--- config.mk ---
export PLATFORM = sky130hd
export DESIGN_NAME = debug_cmd_sequencer
export DESIGN_NICKNAME = d
export VERILOG_FILES = /design/src/rtl/debug_pkg.sv /design/src/rtl/word_byte_shifter.sv /design/src/rtl/debug_cmd_sequencer.sv
export SDC_FILE = /design/constraint.sdc
export NUM_CORES = 1
export LEC_CHECK = 0
export CELL_PAD_IN_SITES_DETAIL_PLACEMENT = 0
export CELL_PAD_IN_SITES_GLOBAL_PLACEMENT = 2
export CORE_ASPECT_RATIO = 0.5
export CORE_MARGIN = 2
export CORE_UTILIZATION = 25
export CTS_CLUSTER_DIAMETER = 80
export DETAILED_ROUTE_END_ITERATION = 7
export PLACE_DENSITY = 0.8
export SETUP_SLACK_MARGIN = 0.15
export SLEW_MARGIN = 0
export SYNTH_ARGS = -nofsm -noshare
export SYNTH_HDL_FRONTEND = slang
export SYNTH_HIERARCHICAL = 1
export SYNTH_SLANG_ARGS = --single-unit
--- constraint.sdc ---
create_clock -name i_clock -period 2.4 [get_ports i_clock]
set_clock_uncertainty 0.15 [all_clocks]
set_input_delay 0.48 -clock i_clock [delete_from_list [all_inputs] [get_ports i_clock]]
set_output_delay 0.48 -clock i_clock [all_outputs]
set_load 0.05 [all_outputs]
--- src/rtl/debug_pkg.sv ---
// Shared command codes and one-hot state bit positions for the debug command sequencer.
package debug_pkg;

    localparam logic [7:0] CMD_LOAD = 8'h01;
    localparam logic [7:0] CMD_RUN  = 8'h02;
    localparam logic [7:0] CMD_STEP = 8'h03;
    localparam logic [7:0] CMD_EXEC = 8'h07;
    localparam logic [7:0] CMD_EXIT = 8'h08;

    localparam int ST_IDLE       = 0;
    localparam int ST_IM_LOAD    = 1;
    localparam int ST_IM_WRITE   = 2;
    localparam int ST_RUN        = 3;
    localparam int ST_STEP_IDLE  = 4;
    localparam int ST_STEP_EXEC  = 5;
    localparam int ST_DUMP_FETCH = 6;
    localparam int ST_DUMP_SEND  = 7;
    localparam int ST_DUMP_WAIT  = 8;
    localparam int ST_HALTED     = 9;
    localparam int N_STATES      = 10;

endpackage

--- src/rtl/word_byte_shifter.sv ---
// One shift register shared by instruction-byte packing (shift in at the LSB end)
// and dump serialization (load a word, present and shift out MSB byte first).
module word_byte_shifter #(
    parameter int NB_DATA = 8,
    parameter int NB_WORD = 32
) (
    input  logic               i_clock,
    input  logic               i_reset,
    input  logic               i_clear,
    input  logic               i_shift_in,
    input  logic [NB_DATA-1:0] i_byte,
    input  logic               i_load,
    input  logic [NB_WORD-1:0] i_word,
    input  logic               i_shift_out,
    output logic [NB_WORD-1:0] o_word,
    output logic [NB_DATA-1:0] o_byte
);

    logic [NB_WORD-1:0] word_q;

    always_ff @(posedge i_clock) begin
        if (i_reset || i_clear) begin
            word_q <= '0;
        end else if (i_load) begin
            word_q <= i_word;
        end else if (i_shift_in) begin
            word_q <= {word_q[NB_WORD-NB_DATA-1:0], i_byte};
        end else if (i_shift_out) begin
            word_q <= {word_q[NB_WORD-NB_DATA-1:0], {NB_DATA{1'b0}}};
        end
    end

    assign o_word = word_q;
    assign o_byte = word_q[NB_WORD-1 -: NB_DATA];

endmodule

--- src/rtl/debug_cmd_sequencer.sv ---
// UART-driven debug sequencer: instruction-memory load, run/step control and state dump.
// Optional macro DEBUG_RX_TIMEOUT_EN aborts a stalled IM load after TIMEOUT_CYCLES idle cycles.
module debug_cmd_sequencer
    import debug_pkg::*;
#(
    parameter int NB_DATA        = 8,
    parameter int NB_WORD        = 32,
    parameter int IM_BYTES       = 256,
    parameter int DUMP_WORDS     = 65,
    parameter int NB_ST          = 10,
    parameter int TIMEOUT_CYCLES = 100000
) (
    input  logic               i_clock,
    input  logic               i_reset,
    input  logic [NB_DATA-1:0] i_rx_data,
    input  logic               i_rx_done_tick,
    input  logic               i_tx_done_tick,
    input  logic               i_halt,
    input  logic [NB_WORD-1:0] i_dump_data,
    output logic               o_tx_start,
    output logic [NB_DATA-1:0] o_tx_data,
    output logic               o_cpu_enable,
    output logic               o_im_wr_en,
    output logic [7:0]         o_im_addr,
    output logic [NB_WORD-1:0] o_im_data,
    output logic [6:0]         o_dump_addr,
    output logic [NB_ST-1:0]   o_state
);

    localparam int IMC_W = $clog2(IM_BYTES + 1);

    if (NB_ST < N_STATES || NB_WORD != 4 * NB_DATA || TIMEOUT_CYCLES < 1) begin : g_bad_params
        $error("debug_cmd_sequencer: unsupported parameter set");
    end

    logic [NB_ST-1:0]   state, nxt;
    logic               rx_tick_q, rx_accept;
    logic [IMC_W-1:0]   im_byte_cnt;
    logic [1:0]         byte_sel;
    logic               fetch_phase, step_mode;
    logic               load_done, last_word;
    logic               shift_in, shift_load, shift_out, timeout;
    logic [NB_WORD-1:0] shift_word;

    function automatic logic [NB_ST-1:0] go(input int idx);
        return NB_ST'(1) << idx;
    endfunction

    // A strobe held for several cycles delivers its byte only once.
    assign rx_accept = i_rx_done_tick && !rx_tick_q;
    assign load_done = (im_byte_cnt == IMC_W'(IM_BYTES));
    assign last_word = (o_dump_addr == 7'(DUMP_WORDS - 1));

    always_ff @(posedge i_clock) begin
        if (i_reset) state <= go(ST_IDLE);
        else         state <= nxt;
    end

    always_comb begin
        nxt = state;
        if (state[ST_IDLE]) begin
            if (rx_accept && i_rx_data == NB_DATA'(CMD_LOAD))      nxt = go(ST_IM_LOAD);
            else if (rx_accept && i_rx_data == NB_DATA'(CMD_RUN))  nxt = go(ST_RUN);
            else if (rx_accept && i_rx_data == NB_DATA'(CMD_STEP)) nxt = go(ST_STEP_IDLE);
        end else if (state[ST_IM_LOAD]) begin
            if (timeout)                                nxt = go(ST_IDLE);
            else if (rx_accept && im_byte_cnt[1:0] == 2'd3) nxt = go(ST_IM_WRITE);
        end else if (state[ST_IM_WRITE]) begin
            nxt = load_done ? go(ST_IDLE) : go(ST_IM_LOAD);
        end else if (state[ST_RUN]) begin
            if (i_halt) nxt = go(ST_DUMP_FETCH);
        end else if (state[ST_STEP_IDLE]) begin
            if (rx_accept && i_rx_data == NB_DATA'(CMD_EXEC))      nxt = go(ST_STEP_EXEC);
            else if (rx_accept && i_rx_data == NB_DATA'(CMD_EXIT)) nxt = go(ST_IDLE);
        end else if (state[ST_STEP_EXEC]) begin
            nxt = go(ST_DUMP_FETCH);
        end else if (state[ST_DUMP_FETCH]) begin
            if (fetch_phase) nxt = go(ST_DUMP_SEND);
        end else if (state[ST_DUMP_SEND]) begin
            nxt = go(ST_DUMP_WAIT);
        end else if (state[ST_DUMP_WAIT]) begin
            if (i_tx_done_tick) begin
                if (byte_sel != 2'd3)  nxt = go(ST_DUMP_SEND);
                else if (!last_word)   nxt = go(ST_DUMP_FETCH);
                else if (i_halt)       nxt = go(ST_HALTED);
                else if (step_mode)    nxt = go(ST_STEP_IDLE);
                else                   nxt = go(ST_IDLE);
            end
        end else if (state[ST_HALTED]) begin
            if (rx_accept && i_rx_data == NB_DATA'(CMD_LOAD)) nxt = go(ST_IM_LOAD);
        end else begin
            nxt = go(ST_IDLE);
        end
    end

    always_comb begin
        o_cpu_enable = state[ST_STEP_EXEC] || (state[ST_RUN] && !i_halt);
        o_im_wr_en   = state[ST_IM_WRITE];
        o_tx_start   = state[ST_DUMP_SEND];
        shift_in     = state[ST_IM_LOAD] && rx_accept;
        shift_load   = state[ST_DUMP_FETCH] && fetch_phase;
        shift_out    = state[ST_DUMP_WAIT] && i_tx_done_tick;
    end

    // Dump memory returns data one cycle after the address, so FETCH spans two cycles.
    always_ff @(posedge i_clock) begin
        if (i_reset) begin
            rx_tick_q   <= 1'b0;
            im_byte_cnt <= '0;
            o_im_addr   <= '0;
            byte_sel    <= '0;
            o_dump_addr <= '0;
            fetch_phase <= 1'b0;
            step_mode   <= 1'b0;
        end else begin
            rx_tick_q   <= i_rx_done_tick;
            fetch_phase <= state[ST_DUMP_FETCH] && !fetch_phase;
            if (timeout) begin
                im_byte_cnt <= '0;
                o_im_addr   <= '0;
            end else if (shift_in) begin
                im_byte_cnt <= im_byte_cnt + IMC_W'(1);
            end
            if (state[ST_IM_WRITE]) begin
                if (load_done) begin
                    im_byte_cnt <= '0;
                    o_im_addr   <= '0;
                end else begin
                    o_im_addr <= o_im_addr + 8'd1;
                end
            end
            if (shift_out) begin
                byte_sel <= byte_sel + 2'd1;
                if (byte_sel == 2'd3) o_dump_addr <= last_word ? 7'd0 : o_dump_addr + 7'd1;
            end
            if (state[ST_STEP_EXEC])  step_mode <= 1'b1;
            else if (state[ST_RUN])   step_mode <= 1'b0;
        end
    end

`ifdef DEBUG_RX_TIMEOUT_EN
    localparam int TO_W = $clog2(TIMEOUT_CYCLES + 1);
    logic [TO_W-1:0] idle_cnt;

    always_ff @(posedge i_clock) begin
        if (i_reset || !state[ST_IM_LOAD] || rx_accept) idle_cnt <= '0;
        else if (!timeout)                              idle_cnt <= idle_cnt + TO_W'(1);
    end

    assign timeout = state[ST_IM_LOAD] && !rx_accept && (idle_cnt == TO_W'(TIMEOUT_CYCLES - 1));
`else
    assign timeout = 1'b0;
`endif

    word_byte_shifter #(
        .NB_DATA (NB_DATA),
        .NB_WORD (NB_WORD)
    ) u_shifter (
        .i_clock     (i_clock),
        .i_reset     (i_reset),
        .i_clear     (timeout),
        .i_shift_in  (shift_in),
        .i_byte      (i_rx_data),
        .i_load      (shift_load),
        .i_word      (i_dump_data),
        .i_shift_out (shift_out),
        .o_word      (shift_word),
        .o_byte      (o_tx_data)
    );

    assign o_im_data = shift_word;
    assign o_state   = state;

endmodule

==> flow_metrics.py <==
metrics = {
    "run_status": {
        "status": "complete, no violations",
    },
    "routing": {
        "ant_nets": 0,
        "wl_mm": 10.2,
        "wire_per_inst_um": 13.9,
        "drt_iter0_drc": 100,
        "drtPass1Iterations": 4,
        "drc_errors": 0,
        "num_vias": 3334,
        "routed_via_density": 4.53,
    },
    "hold_path": {
        "worst_hold_path_type": "reg -> reg",
        "hold_path_depth": 2,
    },
    "critical_path": {
        "cp.depth": 1,
        "worstRegToRegCells": 4,
        "crit_arrival_ns": 1.58,
        "cp_num_buf_inv": 1,
        "critPathKind": "reg -> out",
        "start_kind": "flip-flop",
        "endpoint_kind": "output port",
        "slowest_stage": "clkdlybuf4s50_1",
        "critical_path.max_fanout": 4,
        "cp.required_ns": 1.77,
        "cp_top_family": "buffers and inverters",
        "max_stage_delay_ns": 0.84,
        "path_cells": "clkdlybuf4s50_1",
    },
    "floorplanning": {
        "die_w_um": 177,
        "io_pins": 113,
        "die_area_mm2": 0.0159,
        "start_util": 0.257,
        "die_h_um": 90.3,
        "num_rows": 31,
        "fp.coreArea_mm2": 0.0145,
    },
    "power_and_ir_drop": {
        "cellPowerDensity_mw_per_mm2": 520,
        "finalPower_mw": 2.85,
        "ir_drop_mv": 0.319,
        "p_leak_nw": 2.03,
    },
    "timing": {
        "setup_viol": 0,
        "rsz0062_at_grt": "yes",
        "whs_ns": 0.309,
        "drv_slew": 0,
        "worst_pin_slew_ns": 0.536,
        "fin_crit_ns": 2.21,
        "max_freq_mhz": 453,
        "hold_violations": 0,
        "post-route-period-util": 0.919,
        "slew_headroom": 0.642,
    },
    "grt": {
        "antenna_found_initial": 0,
        "grt_overflow": 0,
        "grt_pass1_vias": 3231,
        "grt.total_usage": 0.132,
        "grt_max_degree": 57,
        "grt_first_pass_wirelength_mm": 16.7,
    },
    "layout": {
        "fin_nets": 585,
        "finalCoreUtilization": 0.377,
        "area_growth_pct": 46.9,
        "fin_area_mm2": 0.00547,
        "finalNonFillerCells": 736,
        "drive_gt1_frac": 0.164,
        "diodes": 0,
    },
    "place": {
        "postPlaceCellArea_mm2": 0.00506,
        "routabilityCongestion": 0.756,
        "io_buffers": 112,
        "dpl.hpwl_mm": 7.50,
        "place_inst": 718,
    },
    "clock_tree": {
        "numCtsBuffers": 9,
        "clkSinkCount": 71,
        "clk_latency_ns": 0.33,
        "cts_hold_buf": 0,
        "cts_tree": "built",
        "clockBufferDepth": 2,
        "htree_levels": 3,
        "clkTransAtPathRegs_ns": 0.06,
        "clock_tree.root_cell": "clkbuf_16",
    },
    "yosys": {
        "syn_area_mm2": 0.00372,
        "yosysWarnings": 6,
        "synth_edf_count": 0,
        "avgSynthCellArea_um2": 8.88,
        "synth_flop_cell": "dfxtp_1",
        "synth_area_leaders": "dfxtp_1 (38%), a211oi_2 (8.1%), nor2_1 (7.5%)",
        "ys_ff_latch": 71,
        "yosys.cell_types.count": 53,
        "yosysTopAreaCellShare": 0.382,
        "syn_inst": 419,
        "ys_seq_area_frac": 0.382,
        "synthesis.nets": 470,
        "synth.largest_area_cell": "dfxtp_1",
        "async_flop_share": 0,
    },
    "job": {
        "maxCapViolations": 0,
    },
}
==> timing repair <==
item	CTS	global route
pin swaps	5	8
buffers inserted	2	1
gates resized for setup	15	21
setup endpoints to repair	11	12
endpoints found under the hold margin	0	0
==> report_power, final <==
part	switching, mW	internal [mW]	total (mW)
Combinational	0.0599	0.0868	0.147
Clock	0.504	1.01	1.52
Sequential	0.00123	1.18	1.18
==> state kept, by name, summed over array words and instances (netlist names) <==
signal and flops:
o_dump_addr 7, o_im_addr 8, im_byte_cnt 9, fetch_phase 1, u_shifter/o_word 32, byte_sel 2
o_state 10, rx_tick_q 1, step_mode 1
==> cell type report <==
type | instances | area (um^2)
clock buffer | 10 | 229
clock inverter | 5 | 108
fill | 1475 | 9040
inverter | 21 | 78.8
multi-input combinational | 293 | 2020
sequential | 71 | 1420
tap | 198 | 248
timing repair buffer | 138 | 1370
==> worst reg2reg max path, stage by stage (launching register included) <==
cell	delay, ns
dfxtp_2	0.37
nor4_1	0.48
nand2_1	0.15
or4_2	0.68
a21oi_1	0.16
==> through the flow <==
stage,TNS [ns],setup slack [ns]
after floorplan,0,0.0365
after detailed placement,-2.11,-0.475
after global placement,-1.87,-0.419
after CTS,0,0.120
after global routing,0,0.139
final,0,0.193
==> kinds of logic (layout without fill, tap and decap cells) <==
group,Yosys count,count (layout),share of synthesized area
compound gates,82,82,0.181
xor+xnor,20,20,0.0471
fa+ha+maj,6,6,0.0202
buf+inv,55,174,0.0841
flops,71,71,0.382
mux,25,25,0.0672
other cells,1,1,0.00101
simple gates,159,159,0.217
==> cells in the mapped netlist (2+ instances only) <==
| library cell | number |
|---|---|
| a31oi_1 | 5 |
| or4_1 | 3 |
| clkbuf_1 | 9 |
| dfxtp_1 | 71 |
| nor3_1 | 5 |
| nor4_1 | 4 |
| o21ai_0 | 6 |
| a2111oi_0 | 6 |
| xnor2_1 | 6 |
| buf_2 | 6 |
| a21oi_1 | 22 |
| nand2_1 | 19 |
| o31ai_1 | 4 |
| clkbuf_8 | 2 |
| nand3b_1 | 3 |
| or4_2 | 3 |
| nor2_1 | 74 |
| inv_1 | 21 |
| nand3_1 | 7 |
| nand4_1 | 8 |
| a211oi_1 | 2 |
| buf_4 | 11 |
| nand4b_1 | 2 |
| and4_1 | 2 |
| o21bai_1 | 2 |
| or3_1 | 3 |
| a211oi_2 | 24 |
| a21o_1 | 3 |
| and3b_1 | 2 |
| nor2b_1 | 2 |
| xor2_1 | 14 |
| nand2b_1 | 11 |
| and3_1 | 3 |
| mux2i_1 | 25 |
| buf_6 | 5 |
| a2111oi_1 | 2 |
| ha_1 | 6 |
==> cell usage in the layout (no fill, tap or decap), types with 3 or more instances in the layout <==
| master | netlist | final |
|---|---|---|
| mux2i_1 | 25 | 25 |
| a21o_1 | 3 | 3 |
| nand2_1 | 19 | 19 |
| a21oi_1 | 22 | 22 |
| nor3_1 | 5 | 5 |
| nand3_1 | 7 | 7 |
| nor4_1 | 4 | 4 |
| a2111oi_0 | 6 | 6 |
| ha_1 | 6 | 6 |
| inv_1 | 21 | 21 |
| o31ai_1 | 4 | 3 |
| xor2_1 | 14 | 14 |
| dlygate4sd2_1 | 0 | 6 |
| dfxtp_1 | 71 | 70 |
| clkbuf_16 | 0 | 9 |
| nand3b_1 | 3 | 3 |
| buf_4 | 11 | 25 |
| nor2_1 | 74 | 74 |
| dlymetal6s2s_1 | 0 | 12 |
| buf_6 | 5 | 3 |
| clkdlybuf4s50_1 | 0 | 86 |
| bufinv_16 | 0 | 3 |
| o21ai_0 | 6 | 5 |
| and3_1 | 3 | 3 |
| nand2b_1 | 11 | 11 |
| xnor2_1 | 6 | 6 |
| a211oi_2 | 24 | 25 |
| or4_2 | 3 | 3 |
| buf_12 | 0 | 3 |
| nand4_1 | 8 | 8 |
| a31oi_1 | 5 | 5 |
==> metal layers <==
layer,track usage,share of wire
met1,0.167,0.46
met2,0.217,0.47
met3,0.0375,0.051
met4,0.0448,0.015
met5,0,0
==> final timing paths <==
check,from,end,slack (ns)
setup reg to reg,o_state[1]$_SDFFE_PP0P_,o_state[5]$_SDFFE_PP0P_,0.35
hold reg to reg,byte_sel[1]$_SDFFE_PP0P_,byte_sel[1]$_SDFFE_PP0P_,0.31
hold / removal,byte_sel[1]$_SDFFE_PP0P_,byte_sel[1]$_SDFFE_PP0P_,0.31
setup / recovery,o_state[9]$_SDFFE_PP0P_,o_state[9],0.19
Note: power is estimated with default switching activity, not from simulation.
